===== src/rtl/ddr_dly_pkg.sv =====
// ddr_dly_pkg
// Shared types for the DDR command/address delay-line step controller:
// the request mode encoding, the controller FSM states and the
// DIRECTION polarity constant.
package ddr_dly_pkg;

    typedef enum logic [1:0] {
        MODE_SET    = 2'b00,
        MODE_INC    = 2'b01,
        MODE_DEC    = 2'b10,
        MODE_RELOAD = 2'b11
    } req_mode_e;

    typedef enum logic [2:0] {
        ST_INIT,
        ST_IDLE,
        ST_PREP,
        ST_MOVE,
        ST_SETTLE,
        ST_LOAD,
        ST_DONE
    } dly_state_e;

    localparam logic DIR_INC = 1'b1;

endpackage


===== src/rtl/ddr_dly_tap_regs.sv =====
// ddr_dly_tap_regs
// Per-lane current-tap register file.
//   clk, rst          : clock, synchronous active-high reset (taps -> INIT_TAP)
//   wr_en/wr_lane/wr_tap : single write port
//   act_lane/act_tap  : combinational read of the lane being operated on
//   rd_lane/rd_tap    : registered readback port, 0 for lanes >= NUM_LANES
module ddr_dly_tap_regs #(
    parameter int NUM_LANES = 16,
    parameter int TAP_W     = 8,
    parameter int LANE_W    = 4,
    parameter int INIT_TAP  = 1
) (
    input  logic              clk,
    input  logic              rst,
    input  logic              wr_en,
    input  logic [LANE_W-1:0] wr_lane,
    input  logic [TAP_W-1:0]  wr_tap,
    input  logic [LANE_W-1:0] act_lane,
    output logic [TAP_W-1:0]  act_tap,
    input  logic [LANE_W-1:0] rd_lane,
    output logic [TAP_W-1:0]  rd_tap
);

    localparam logic [TAP_W-1:0] INIT_T = TAP_W'(INIT_TAP);

    logic [TAP_W-1:0] taps [NUM_LANES];
    logic             wr_ok;
    logic             act_ok;
    logic             rd_ok;

    always_comb begin
        wr_ok  = 32'(wr_lane) < NUM_LANES;
        act_ok = 32'(act_lane) < NUM_LANES;
        rd_ok  = 32'(rd_lane) < NUM_LANES;
    end

    always_ff @(posedge clk) begin
        if (rst) begin
            taps <= '{default: INIT_T};
        end else if (wr_en && wr_ok) begin
            taps[wr_lane] <= wr_tap;
        end
    end

    always_comb begin
        act_tap = act_ok ? taps[act_lane] : '0;
    end

    // Write data is forwarded so the readback shows a new tap one cycle
    // after the cycle in which it is written.
    always_ff @(posedge clk) begin
        if (rst) begin
            rd_tap <= '0;
        end else if (!rd_ok) begin
            rd_tap <= '0;
        end else if (wr_en && wr_ok && (wr_lane == rd_lane)) begin
            rd_tap <= wr_tap;
        end else begin
            rd_tap <= taps[rd_lane];
        end
    end

endmodule


===== src/rtl/ddr_ca_dly_ctrl.sv =====
// ddr_ca_dly_ctrl
// Multi-lane delay-line step controller for the DDR CA IOD lanes.
// Takes SET/INC/DEC/RELOAD requests over REQ_VALID/REQ_READY, steps the
// selected lane's delay line one MOVE pulse at a time with SETTLE_CYC idle
// cycles after each pulse, tracks every lane's tap and latches IOD
// out-of-range events.
//   FAB_CLK, SYNC_RST        : clock, synchronous active-high reset
//   REQ_*                    : request channel (lane, mode, value)
//   DONE, DONE_ERR           : completion pulse and error qualifier
//   RD_LANE, RD_TAP          : registered tap readback
//   DELAY_LINE_*             : per-lane IOD delay-line controls / status
//   OOR_STICKY, OOR_CLR      : latched out-of-range flags and their clear
module ddr_ca_dly_ctrl
    import ddr_dly_pkg::*;
#(
    parameter int NUM_LANES  = 16,
    parameter int TAP_W      = 8,
    parameter int MAX_TAP    = 255,
    parameter int INIT_TAP   = 1,
    parameter int SETTLE_CYC = 4,
    localparam int LANE_W    = (NUM_LANES > 1) ? $clog2(NUM_LANES) : 1
) (
    input  logic                 FAB_CLK,
    input  logic                 SYNC_RST,
    input  logic                 REQ_VALID,
    output logic                 REQ_READY,
    input  logic [LANE_W-1:0]    REQ_LANE,
    input  logic [1:0]           REQ_MODE,
    input  logic [TAP_W-1:0]     REQ_VAL,
    output logic                 DONE,
    output logic                 DONE_ERR,
    input  logic [LANE_W-1:0]    RD_LANE,
    output logic [TAP_W-1:0]     RD_TAP,
    output logic [NUM_LANES-1:0] DELAY_LINE_MOVE,
    output logic [NUM_LANES-1:0] DELAY_LINE_DIRECTION,
    output logic [NUM_LANES-1:0] DELAY_LINE_LOAD,
    input  logic [NUM_LANES-1:0] DELAY_LINE_OUT_OF_RANGE,
    output logic [NUM_LANES-1:0] OOR_STICKY,
    input  logic                 OOR_CLR
);

    localparam int                CNT_W    = $clog2(SETTLE_CYC + 1);
    localparam logic [TAP_W-1:0]  MAX_T    = TAP_W'(MAX_TAP);
    localparam logic [TAP_W-1:0]  INIT_T   = TAP_W'(INIT_TAP);
    localparam logic [CNT_W-1:0]  CNT_LAST = CNT_W'(SETTLE_CYC - 1);

    dly_state_e          state;
    req_mode_e           req_mode;
    req_mode_e           mode_q;
    logic [LANE_W-1:0]   lane_q;
    logic                dir_q;
    logic                err_q;
    logic [TAP_W-1:0]    steps_left;
    logic [CNT_W-1:0]    cnt;

    logic [NUM_LANES-1:0] move_r, dir_r, load_r, sticky_r;
    logic                 ready_r, done_r, done_err_r;

    logic [LANE_W-1:0]   act_lane;
    logic [TAP_W-1:0]    act_tap;
    logic                tap_we;
    logic [TAP_W-1:0]    tap_wdata;
    logic                last_settle;
    logic                oor_act;
    logic                req_lane_ok;
    logic [TAP_W-1:0]    acc_tgt, acc_n;
    logic                acc_dir, acc_err;

    ddr_dly_tap_regs #(
        .NUM_LANES (NUM_LANES),
        .TAP_W     (TAP_W),
        .LANE_W    (LANE_W),
        .INIT_TAP  (INIT_TAP)
    ) u_tap_regs (
        .clk      (FAB_CLK),
        .rst      (SYNC_RST),
        .wr_en    (tap_we),
        .wr_lane  (lane_q),
        .wr_tap   (tap_wdata),
        .act_lane (act_lane),
        .act_tap  (act_tap),
        .rd_lane  (RD_LANE),
        .rd_tap   (RD_TAP)
    );

    // In IDLE the active read port looks at the requested lane so the step
    // count can be computed in the accept cycle.
    always_comb begin
        req_mode    = req_mode_e'(REQ_MODE);
        act_lane    = (state == ST_IDLE) ? REQ_LANE : lane_q;
        req_lane_ok = 32'(REQ_LANE) < NUM_LANES;
        last_settle = (state == ST_SETTLE) && (cnt == CNT_LAST);
        oor_act     = DELAY_LINE_OUT_OF_RANGE[lane_q];
        tap_we      = last_settle && ((mode_q == MODE_RELOAD) || !oor_act);
        if (mode_q == MODE_RELOAD)
            tap_wdata = INIT_T;
        else if (dir_q == DIR_INC)
            tap_wdata = act_tap + TAP_W'(1);
        else
            tap_wdata = act_tap - TAP_W'(1);
    end

    // Step count, direction and saturation error for the incoming request.
    always_comb begin
        acc_tgt = act_tap;
        acc_n   = '0;
        acc_dir = DIR_INC;
        acc_err = 1'b0;
        case (req_mode)
            MODE_SET: begin
                if (REQ_VAL > MAX_T) begin
                    acc_tgt = MAX_T;
                    acc_err = 1'b1;
                end else begin
                    acc_tgt = REQ_VAL;
                end
                if (acc_tgt >= act_tap) begin
                    acc_dir = DIR_INC;
                    acc_n   = acc_tgt - act_tap;
                end else begin
                    acc_dir = ~DIR_INC;
                    acc_n   = act_tap - acc_tgt;
                end
            end
            MODE_INC: begin
                acc_dir = DIR_INC;
                if (REQ_VAL > (MAX_T - act_tap)) begin
                    acc_n   = MAX_T - act_tap;
                    acc_err = 1'b1;
                end else begin
                    acc_n = REQ_VAL;
                end
            end
            MODE_DEC: begin
                acc_dir = ~DIR_INC;
                if (REQ_VAL > act_tap) begin
                    acc_n   = act_tap;
                    acc_err = 1'b1;
                end else begin
                    acc_n = REQ_VAL;
                end
            end
            default: begin
                acc_n = '0;
            end
        endcase
    end

    always_ff @(posedge FAB_CLK) begin
        if (SYNC_RST) begin
            state      <= ST_INIT;
            mode_q     <= MODE_SET;
            lane_q     <= '0;
            dir_q      <= DIR_INC;
            err_q      <= 1'b0;
            steps_left <= '0;
            cnt        <= '0;
            move_r     <= '0;
            dir_r      <= '0;
            load_r     <= '0;
            sticky_r   <= '0;
            ready_r    <= 1'b0;
            done_r     <= 1'b0;
            done_err_r <= 1'b0;
        end else begin
            move_r     <= '0;
            load_r     <= '0;
            done_r     <= 1'b0;
            done_err_r <= 1'b0;
            // A set issued later in this block overrides the clear.
            if (OOR_CLR)
                sticky_r <= '0;

            case (state)
                ST_INIT: begin
                    // First cycle raises LOAD on all lanes, second enters IDLE.
                    if (load_r == '0) begin
                        load_r <= '1;
                    end else begin
                        ready_r <= 1'b1;
                        state   <= ST_IDLE;
                    end
                end
                ST_IDLE: begin
                    if (REQ_VALID) begin
                        ready_r    <= 1'b0;
                        lane_q     <= REQ_LANE;
                        mode_q     <= req_mode;
                        dir_q      <= acc_dir;
                        err_q      <= acc_err;
                        steps_left <= acc_n;
                        if (!req_lane_ok) begin
                            done_r     <= 1'b1;
                            done_err_r <= 1'b1;
                            state      <= ST_DONE;
                        end else if (req_mode == MODE_RELOAD) begin
                            load_r[REQ_LANE] <= 1'b1;
                            state            <= ST_LOAD;
                        end else if (acc_n == '0) begin
                            done_r     <= 1'b1;
                            done_err_r <= acc_err;
                            state      <= ST_DONE;
                        end else begin
                            dir_r[REQ_LANE] <= acc_dir;
                            state           <= ST_PREP;
                        end
                    end
                end
                ST_PREP: begin
                    move_r[lane_q] <= 1'b1;
                    state          <= ST_MOVE;
                end
                ST_MOVE, ST_LOAD: begin
                    cnt   <= '0;
                    state <= ST_SETTLE;
                end
                ST_SETTLE: begin
                    if (cnt != CNT_LAST) begin
                        cnt <= cnt + CNT_W'(1);
                    end else if (mode_q == MODE_RELOAD) begin
                        done_r <= 1'b1;
                        state  <= ST_DONE;
                    end else if (oor_act) begin
                        sticky_r[lane_q] <= 1'b1;
                        done_r           <= 1'b1;
                        done_err_r       <= 1'b1;
                        state            <= ST_DONE;
                    end else if (steps_left == TAP_W'(1)) begin
                        done_r     <= 1'b1;
                        done_err_r <= err_q;
                        state      <= ST_DONE;
                    end else begin
                        steps_left     <= steps_left - TAP_W'(1);
                        move_r[lane_q] <= 1'b1;
                        state          <= ST_MOVE;
                    end
                end
                ST_DONE: begin
                    ready_r <= 1'b1;
                    state   <= ST_IDLE;
                end
                default: begin
                    state <= ST_INIT;
                end
            endcase
        end
    end

    always_comb begin
        REQ_READY            = ready_r;
        DONE                 = done_r;
        DONE_ERR             = done_err_r;
        DELAY_LINE_MOVE      = move_r;
        DELAY_LINE_DIRECTION = dir_r;
        DELAY_LINE_LOAD      = load_r;
        OOR_STICKY           = sticky_r;
    end

endmodule


===== config.mk =====
export PLATFORM = sky130hd
export DESIGN_NAME = ddr_ca_dly_ctrl
export DESIGN_NICKNAME = d
export VERILOG_FILES = /design/src/rtl/ddr_dly_pkg.sv /design/src/rtl/ddr_dly_tap_regs.sv /design/src/rtl/ddr_ca_dly_ctrl.sv
export SDC_FILE = /design/constraint.sdc
export NUM_CORES = 1
export LEC_CHECK = 0
export ABC_AREA = 1
export BUFFER_PORTS_ARGS = -buffer_cell sky130_fd_sc_hd__buf_2
export CAP_MARGIN = 0
export CORE_MARGIN = 2
export CORE_UTILIZATION = 58
export CTS_BUF_LIST = sky130_fd_sc_hd__clkbuf_4 sky130_fd_sc_hd__clkbuf_8 sky130_fd_sc_hd__clkbuf_16
export CTS_CLUSTER_DIAMETER = 40
export DETAILED_ROUTE_END_ITERATION = 6
export PLACE_DENSITY_LB_ADDON = 0.2
export SLEW_MARGIN = 20
export SYNTH_ARGS = -nofsm -noshare
export SYNTH_HDL_FRONTEND = slang
export SYNTH_HIERARCHICAL = 1
export SYNTH_SLANG_ARGS = --single-unit
export TNS_END_PERCENT = 50

===== constraint.sdc =====
create_clock -name FAB_CLK -period 11.75 [get_ports FAB_CLK]
set_clock_uncertainty 0.1 [all_clocks]
set_input_delay 0 -clock FAB_CLK [delete_from_list [all_inputs] [get_ports FAB_CLK]]
set_output_delay 0 -clock FAB_CLK [all_outputs]
set_load 0.1 [all_outputs]

=== Word level (Yosys, flattened, before mapping) ===
Cells that the tools add are included.
Widths: inputs -> output; s select.

* Register bits: 225
* Output and inout bits: 75
* Word-level logic and storage cells: 182

* Bitwise gates (word level): 6
* Multiplexer cells: 83
* Equal/unequal tests: 21
* Magnitude comparators: 12
* Reduce and logical (&&, ||, !) cells: 22
* $add $sub $neg: 7

{| class="wikitable"
|+ Operators with widths
! cell !! count
|-
| $mux 16 || 13
|-
| $mux 8 || 18
|-
| $bwmux 128 || 1
|-
| $bmux 8 s4 || 2
|-
| $pmux 16 s2 || 2
|-
| $demux 8 s4 || 1
|-
| $mux 3 || 9
|-
| $pmux 8 s3 || 1
|-
| $mux 1 || 23
|-
| $pmux 3 s6 || 1
|-
| $bwmux 16 || 1
|-
| $gt 8x8->1 || 2
|-
| $logic_not 16->1 || 1
|-
| $or 16x16->16 || 1
|-
| $pmux 8 s2 || 1
|-
| $sub 8x1->8 const B || 2
|-
| $sub 8x8->8 || 2
|-
| $ge 5x5->1 const B || 3
|-
| $not 4->5 || 3
|-
| $ne 2x2->1 const B || 6
|-
| $lt 4x5->1 const B || 2
|-
| $eq 3x2->1 const B || 3
|-
| $eq 3x3->1 const B || 3
|-
| $add 8x1->8 const B || 1
|-
| 33 further kinds || 49
|}

=== Longest topological paths before layout ===
Gate-level depths: netlist of the first run.

* Word-level depth: 15
* Depth in mapped cells: 36
* Depth with buffers taken out: 31

=== Cells and area by module ===
Netlist of the first run, hierarchy kept.

{| class="wikitable"
|+ Modules (own cells, without submodules)
! module !! sequential area each (um^2) !! cells each !! area each (um^2) !! times used
|-
| ddr_dly_tap_regs || 2722.6 || 1138 || 7373.3 || 1
|-
| ddr_ca_dly_ctrl || 1781.7 || 855 || 5537.8 || 1
|}

=== Least setup slack after synthesis of the first run ===
No wires, ideal clock.

* Kind: register to register
* Start: register state[1]
* End: register dir_r[10] (netlist: DELAY_LINE_DIRECTION[10])
* Setup slack: 7.571 ns
* Arrival time: 3.966 ns
* Stages on the path, launching flop included: 33
* Period minus slack after synthesis: 4.179 ns
* Path buffers: 5
* Library setup time: 0.113 ns
* Cells stage by stage: dfxtp_1 -> nor2_1 -> inv_1 -> nor2_1 -> clkbuf_1 -> nand2_1 -> o21ai_0 -> buf_2 -> clkbuf_1 -> o211ai_1 -> nand3_1 -> nand3_1 -> nand2_1 -> inv_1 -> fa_1 -> nand2_1 -> nand2_2 -> nand2_2 -> nand2_4 -> nand2_2 -> buf_6 -> nand2_1 -> nand3_1 -> nand2_1 -> nor2_1 -> nand2_1 -> nor2_2 -> nand2_4 -> buf_6 -> nand3_1 -> nand2_1 -> nand2_1 -> nor2_1

* Longest elaborated chain between the ends: 13
* Elaborated cells on any way between the ends: 22
* Classes of those cells: 3 x add/sub; 3 x order compare; 1 x eq/ne; 11 x mux; 2 x bitwise; 2 x reduce/logical

{| class="wikitable"
|+ Ends and longest elaborated chain
! item !! RTL line !! RTL
|-
| from (decl) || ddr_ca_dly_ctrl.sv:47 || <nowiki>dly_state_e state;</nowiki>
|-
| from (signal assigned) || ddr_ca_dly_ctrl.sv:151 || <nowiki>state <= ST_INIT;</nowiki>
|-
| from (signal assigned) || ddr_ca_dly_ctrl.sv:181 || <nowiki>state <= ST_IDLE;</nowiki>
|-
| from (signal assigned) || ddr_ca_dly_ctrl.sv:195 || <nowiki>state <= ST_DONE;</nowiki>
|-
| $eq 3x1->1 * || ddr_ca_dly_ctrl.sv:90 || <nowiki>act_lane = (state == ST_IDLE) ? REQ_LANE : lane_q;</nowiki>
|-
| $mux 4 * || ddr_ca_dly_ctrl.sv:90 ||
|-
| named net act_lane[0] || ddr_ca_dly_ctrl.sv:59 || <nowiki>logic [LANE_W-1:0] act_lane;</nowiki>
|-
| $not 4->5 (not written as such) * || ddr_dly_tap_regs.sv:46 || <nowiki>act_tap = act_ok ? taps[act_lane] : '0;</nowiki>
|-
| $bmux 8 s4 * || ddr_dly_tap_regs.sv:46 ||
|-
| $mux 8 (not written as such) * (2 in a row) || ddr_dly_tap_regs.sv:46 ||
|-
| named net act_tap[1] || ddr_ca_dly_ctrl.sv:60 || <nowiki>logic [TAP_W-1:0] act_tap;</nowiki>
|-
| $sub 8x8->8 || ddr_ca_dly_ctrl.sv:127, ddr_ca_dly_ctrl.sv:128 ||
|-
| $gt 8x8->1 || ddr_ca_dly_ctrl.sv:127 || <nowiki>if (REQ_VAL > (MAX_T - act_tap)) begin</nowiki>
|-
| $mux 8 || ddr_ca_dly_ctrl.sv:127 ||
|-
| $pmux 8 s3 || ddr_ca_dly_ctrl.sv:109 || <nowiki>case (req_mode)</nowiki>
|-
| $logic_not 8->1 || ddr_ca_dly_ctrl.sv:199 || <nowiki>end else if (acc_n == '0) begin</nowiki>
|-
| $not 1->1 (no line) || -- ||
|-
| $reduce_and 4->1 (no line) || -- ||
|-
| to (signal, indexed assignment) || ddr_ca_dly_ctrl.sv:204 || <nowiki>dir_r[REQ_LANE] <= acc_dir;</nowiki>
|-
| to (decl) || ddr_ca_dly_ctrl.sv:56 || <nowiki>logic [NUM_LANES-1:0] move_r, dir_r, load_r, sticky_r;</nowiki>
|}

Mark *: on every way through the listed nets, which the timed path passes. The rest lies on a longest branch. The select of a mux whose other input is x is not followed.
A chain may end at the register's enable or synchronous reset.

=== Final worst setup path of the first run ===
* Start: register state[1]
* End: register dir_r[9] (netlist: DELAY_LINE_DIRECTION[9])

Same word-level chain as after synthesis.

==> flow_summary.json, run 1 <==
{
  "final-hold-violation-count": 0,
  "hold_buffers": 12,
  "cts_resized": 0,
  "outcome": "finished clean",
  "htreeDepth": 2,
  "grt_overflow": 0,
  "netlist_area_mm2": 0.01291,
  "synth_fp_nets": 2067,
  "maxCapViolations": 0,
  "cp.arrival_ns": 6.46,
  "ios": 113,
  "cp_max_fo": 104,
  "fmax_mhz": 162.4,
  "crit_type": "flip-flop to flip-flop",
  "cpLargestDelayFamily": "simple AND/OR/NAND/NOR gates",
  "first_pass_iters": 6,
  "mostFrequentLayoutCell": "nand2_1",
  "critPathMostFrequentCell": "nand2_1",
  "insertion_delay_ns": 0.51,
  "start_util_pct": 59.16,
  "max_stage_delay_ns": 0.84,
  "max_slew_margin_pct": 25.85,
  "leakage_nw": 6.752,
  "rsz0062_at_grt": "no",
  "drt_iter0_drc": 1480,
  "diodes": 0,
  "slowest_stage": "buf_4",
  "stdcell_count": 2365,
  "vias_per_cell": 5.789,
  "cts_setup_buffers": 0,
  "wl_per_cell_um": 17.19,
  "final_core_util_pct": 67.57,
  "fin_ws_ns": 5.592,
  "place_hpwl_um": 26110,
  "cts.path.max_buffers": 3,
  "syn_to_final_growth_pct": 14.21,
  "ys_ff_latch": 225,
  "endpoint_kind": "flip-flop",
  "track_usage_pct": 33.75,
  "pre_cts_slack_ns": 5.807,
  "min_period_over_period_pct": 52.41,
  "path_buf_inv": 2,
  "power_frac_seq_pct": 23.6,
  "cts-buffers-inserted": 35,
  "worstPathRequired_ns": 12.05,
  "p_clk_share_pct": 29.1,
  "tightest_slew_ns": 1.108,
  "p_sw_share_pct": 46.64,
  "drc": 0,
  "hold_class": "input port to flip-flop",
  "routed_wl_um": 40650,
  "port-buffer-count": 112,
  "dieArea_mm2": 0.02347,
  "nets": 2132,
  "start_kind": "flip-flop",
  "seq_area_frac_synth_pct": 34.89,
  "clk_pin_slew_ns": 0.06,
  "syn_avg_cell_area_um2": 6.478,
  "syn-instance-count": 1993,
  "fp.dieW_um": 153.2,
  "root_buffer": "clkbuf_16",
  "die_h_um": 153.2,
  "design.core.area_mm2": 0.02182,
  "pwr_density_cell_mw_per_mm2": 245.2,
  "fin_tns_setup_ns": 0,
  "power.share.combinational_pct": 47.4,
  "fp-row-count": 54,
  "tritoncts": "built",
  "clkSinkCount": 225,
  "grt_max_degree": 124,
  "antenna_found_initial": 1,
  "ant_nets": 0,
  "synth_warnings": 6,
  "layout-drive-gt1-share_pct": 11.27,
  "layout_common_cells": "nand2_1, inv_1, nand3_1",
  "setup-violations-final": 0,
  "p_int_mw": 1.929,
  "grt_pass1_vias": 12690,
  "maxSlewViolCount": 0,
  "netlist-cell-type-count": 43,
  "globalplace.congestion": 0.9688,
  "placed_cells": 2289,
  "vdd_drop_max_uv": 293.8,
  "switchingPower_mw": 1.686,
  "via_count": 13690,
  "grt_pass1_wl_um": 65120,
  "fin_crit_ns": 6.158
}
## cells by family after synthesis
group	after synthesis	share of synthesized area, %
XOR/XNOR	11	0.7462
adder cells (fa/ha/maj)	36	3.663
buffers and inverters	390	12.41
AO/OA/AOI/OAI	473	19.75
AND/OR/NAND/NOR	858	28.54
flip-flops	225	34.89
## cell usage after synthesis (all sizes together)
master	number	area, µm²
buf	55	340.3
nand2	433	1663
a21o	2	15.01
o211a	2	20.02
a21oi	216	1092
o22ai	5	31.28
nor3	22	115.1
a31o	1	8.760
nand4	3	18.77
o21ai	191	955.9
a22oi	8	60.06
a311oi	1	8.760
nor2	147	576.8
nand3	247	1274
xor2	6	52.55
o211ai	44	335.3
xnor2	5	43.79
o31ai	1	7.510
clkbuf	55	206.5
a211oi	1	7.510
nor4	5	31.28
clkinv	1	3.750
fa	3	60.06
dfxtp	225	4504
ha	33	412.9
o21bai	1	7.510
or2	1	6.260
inv	279	1052
## path summary, 6_finish.rpt
| check | start | to | slack (ns) | cells after the start |
|---|---|---|---|---|
| max | state[1] | DELAY_LINE_DIRECTION[9] | 5.59 | 28 |
| min | REQ_VAL[2] | steps_left[2] | 0.06 | 7 |
| max reg2reg | state[1] | DELAY_LINE_DIRECTION[9] | 5.59 | 28 |
| min reg2reg | u_tap_regs/taps[41] | u_tap_regs/taps[41] | 0.37 | 2 |
## routing by layer
metal / global-route usage, % / share of wire [%]
met5: 0 / 0.027
met4: 13.67 / 3.7
met3: 6.890 / 11
met2: 52.83 / 44
met1: 45.68 / 41
## state kept, by name (all words and copies together), names as in the netlist
register,flops
DONE,1
cnt,3
REQ_READY,1
lane_q,4
DELAY_LINE_MOVE,16
DONE_ERR,1
err_q,1
OOR_STICKY,16
DELAY_LINE_DIRECTION,16
steps_left,8
mode_q,2
state,3
DELAY_LINE_LOAD,16
dir_q,1
u_tap_regs/rd_tap,8
u_tap_regs/taps,128
## worst min-delay path: cells and delay by family
family	cells	cell delay [ns]
AOI/OAI and AO/OA	2	0.21
buffers and inverters	2	0.20
and+or+nand+nor	3	0.21
## area by class of cell
type                    instances  area (µm²)
flip-flops and latches        225        4504
repair buffers                138       785.8
well taps                     280       350.3
multi-input cells            1378        6838
inverters                     280        1056
clock buffers                  48        1022
clock inverters                16       188.9
fillers                      1961        7078
## power by group through the flow
stage	clock [mW]	sequential [mW]	combinational (mW)
final	1.05	0.852	1.71
after global placement	0	0.864	1.63
after floorplan	0	1.04	1.07
after detailed placement	0	0.864	1.66
after CTS	1.06	0.850	1.67
after global routing	1.09	0.857	1.87
## per-stage QoR
stage / hold slack [ns] / cell area (µm²) / power, mW
3_3_place_gp: 0.2399 / 13410 / 2.494
5_1_grt: 0.1385 / 14750 / 3.826
6_report: 0.05791 / 14750 / 3.615
3_5_place_dp: 0.2337 / 13410 / 2.519
2_1_floorplan: -0.02198 / 12910 / 2.106
4_1_cts: 0.03144 / 14750 / 3.580
(Power assumes the default switching activity.)
==> run 2, diff against run 1 <==
- CORE_UTILIZATION: 58 -> 55
- clock period: 11.75 -> 5.5 ns (I/O delays scaled with it)
==> run 2 against run 1 <==
Count of clock-buffer cells in the layout decreased by 8. Fmax increased by 22%. Die area increased by 5.3%. Largest power group unchanged. Via count decreased by 0.62%. Sequential share of layout area decreased by 0.43 points. Wire length increased by 0.33%.
==> flow_summary.json, run 2 (synthesis gave the netlist of run 1 again) <==
{
  "outcome": "finished clean",
  "setup-violations-final": 0,
  "layout_common_cells": "nand2_1, inv_1, nand3_1",
  "fin_ws_ns": 0.4319,
  "maxCapViolations": 0,
  "max_stage_delay_ns": 0.50,
  "clkSinkCount": 225,
  "final_core_util_pct": 64.29,
  "reg2reg_setup_slack_ns": 0.43,
  "clk_pin_slew_ns": 0.06,
  "leakage_nw": 6.829,
  "vias_per_cell": 5.629,
  "drt_iter0_drc": 1637,
  "cts-buffers-inserted": 36,
  "min_period_over_period_pct": 92.15,
  "globalplace.congestion": 0.9092,
  "insertion_delay_ns": 0.52,
  "fmax_mhz": 197.3,
  "hold_class": "input port to flip-flop",
  "first_pass_iters": 6,
  "critPathMostFrequentCell": "nand2_1",
  "cts.path.max_buffers": 3,
  "fin_tns_setup_ns": 0,
  "fillers": 2173,
  "tritoncts": "built",
  "syn_to_final_growth_pct": 15.83,
  "layout-drive-gt1-share_pct": 11.73,
  "total_power_mw": 8.055,
  "htreeDepth": 2,
  "via_count": 13610,
  "track_usage_pct": 32.45,
  "wl_per_cell_um": 16.87,
  "ios": 113,
  "root_buffer": "clkbuf_16",
  "multi_input_area_mm2": 0.006829,
  "cp.arrival_ns": 5.36,
  "start_kind": "flip-flop",
  "design.core.area_mm2": 0.02326,
  "rsz0062_at_grt": "no",
  "largest_register_ffs": 128,
  "endpoint_kind": "flip-flop",
  "pwr_density_cell_mw_per_mm2": 538.6,
  "vdd_drop_max_uv": 297.6,
  "max_slew_margin_pct": 36.14,
  "grt_max_degree": 69,
  "final-hold-violation-count": 0,
  "worst_hold_slack_ns": 0.07489,
  "antenna_found_initial": 1,
  "crit_type": "flip-flop to flip-flop",
  "worstPathRequired_ns": 5.80,
  "maxSlewViolCount": 0,
  "place_hpwl_um": 27160,
  "port-buffer-count": 112,
  "ant_nets": 0,
  "fp-row-count": 56,
  "regArea_mm2": 0.004504,
  "top_register": "u_tap_regs/taps",
  "cpLargestDelayFamily": "simple AND/OR/NAND/NOR gates",
  "routed_wl_um": 40780,
  "tightest_slew_ns": 0.9568,
  "drc": 0,
  "grt_overflow": 0,
  "dieArea_mm2": 0.02472,
  "nets": 2144,
  "grt_pass1_vias": 12580,
  "path_buf_inv": 3,
  "grt_pass1_wl_um": 64270,
  "slowest_stage": "ha_1",
  "die_h_um": 157.2,
  "cp_max_fo": 64,
  "mostFrequentLayoutCell": "nand2_1",
  "fin_crit_ns": 5.068,
  "fp.dieW_um": 157.2,
  "pre_cts_slack_ns": 0.3348,
  "start_util_pct": 55.50
}
run 2: cell count changes in the layout (fill, tap and decap cells not counted), sizes merged:
cell,delta
clkbuf,-8
diode,+1
buf,+11
bufinv,+2
inv,+1
clkinv,+3
clkinvlp,+3
run 2: final timing paths:
| path | cells after the start | to | from |
|---|---|---|---|
| max | 26 | DELAY_LINE_DIRECTION[14] | state[1] |
| min | 9 | DONE_ERR | DELAY_LINE_OUT_OF_RANGE[4] |
| max reg2reg | 26 | DELAY_LINE_DIRECTION[14] | state[1] |
| min reg2reg | 2 | OOR_STICKY[11] | OOR_STICKY[11] |
run 2: final cells by class:
cell class	instances	share of cell area (%)
Inverter	280	7.086
Timing Repair Buffer	149	5.890
Tap cell	319	2.669
Sequential cell	225	30.12
Antenna cell	1	0.01673
Clock buffer	40	6.459
Clock inverter	25	2.100
Multi-Input combinational cell	1378	45.66
run 2: metal layers:
| metal | vias to the layer above | GRT usage (%) | wire length [µm] |
|---|---|---|---|
| li1 | 6675 | - | - |
| met1 | 6213 | 42.84 | 17260 |
| met2 | 610 | 52.13 | 18770 |
| met3 | 108 | 5.507 | 3225 |
| met4 | 0 | 14.50 | 1524 |
| met5 | - | 0 | 0 |
run 2: per-stage QoR:
stage / instance area (µm²) / std cells
after detailed placement: 13520 / 2336
final: 14960 / 2417
after floorplan: 12910 / 1993
after global placement: 13520 / 2336
after CTS: 14920 / 2413
after global routing: 14960 / 2417
run 2: timing repair:
item / CTS / global route
setup buffers: 0 / 3
endpoints found under the hold margin: 52 / 0
setup endpoints to repair: 0 / 20
gates resized for setup: 0 / 2
hold buffers: 12 / 0
run 2: worst register-to-register path, cell delays in order, from the launching register on:
cell,delay (ns)
dfxtp_1,0.35
nor2_1,0.20
inv_1,0.11
nor2_2,0.29
nand2_1,0.15
o21ai_4,0.19
buf_12,0.32
nand2_1,0.13
o211ai_1,0.12
nand3_1,0.16
nand3_1,0.10
nand2_1,0.27
ha_1,0.51
nand2_2,0.15
inv_2,0.06
a21oi_4,0.20
nand3_2,0.25
o21ai_0,0.31
nor2_1,0.09
nor2_1,0.11
nand2_1,0.08
nor2_2,0.16
nand2_4,0.18
nand3_1,0.16
nand2_1,0.07
nand2_1,0.08
nor2_1,0.06
run 2: power breakdown:
group	switching, mW	internal [mW]	leakage (nW)	total [mW]
combinational	2.86	1.01	4.39	3.86
sequential	0.0795	1.73	1.82	1.81
clock	0.854	1.52	0.616	2.38
total	3.79	4.26	6.83	8.06
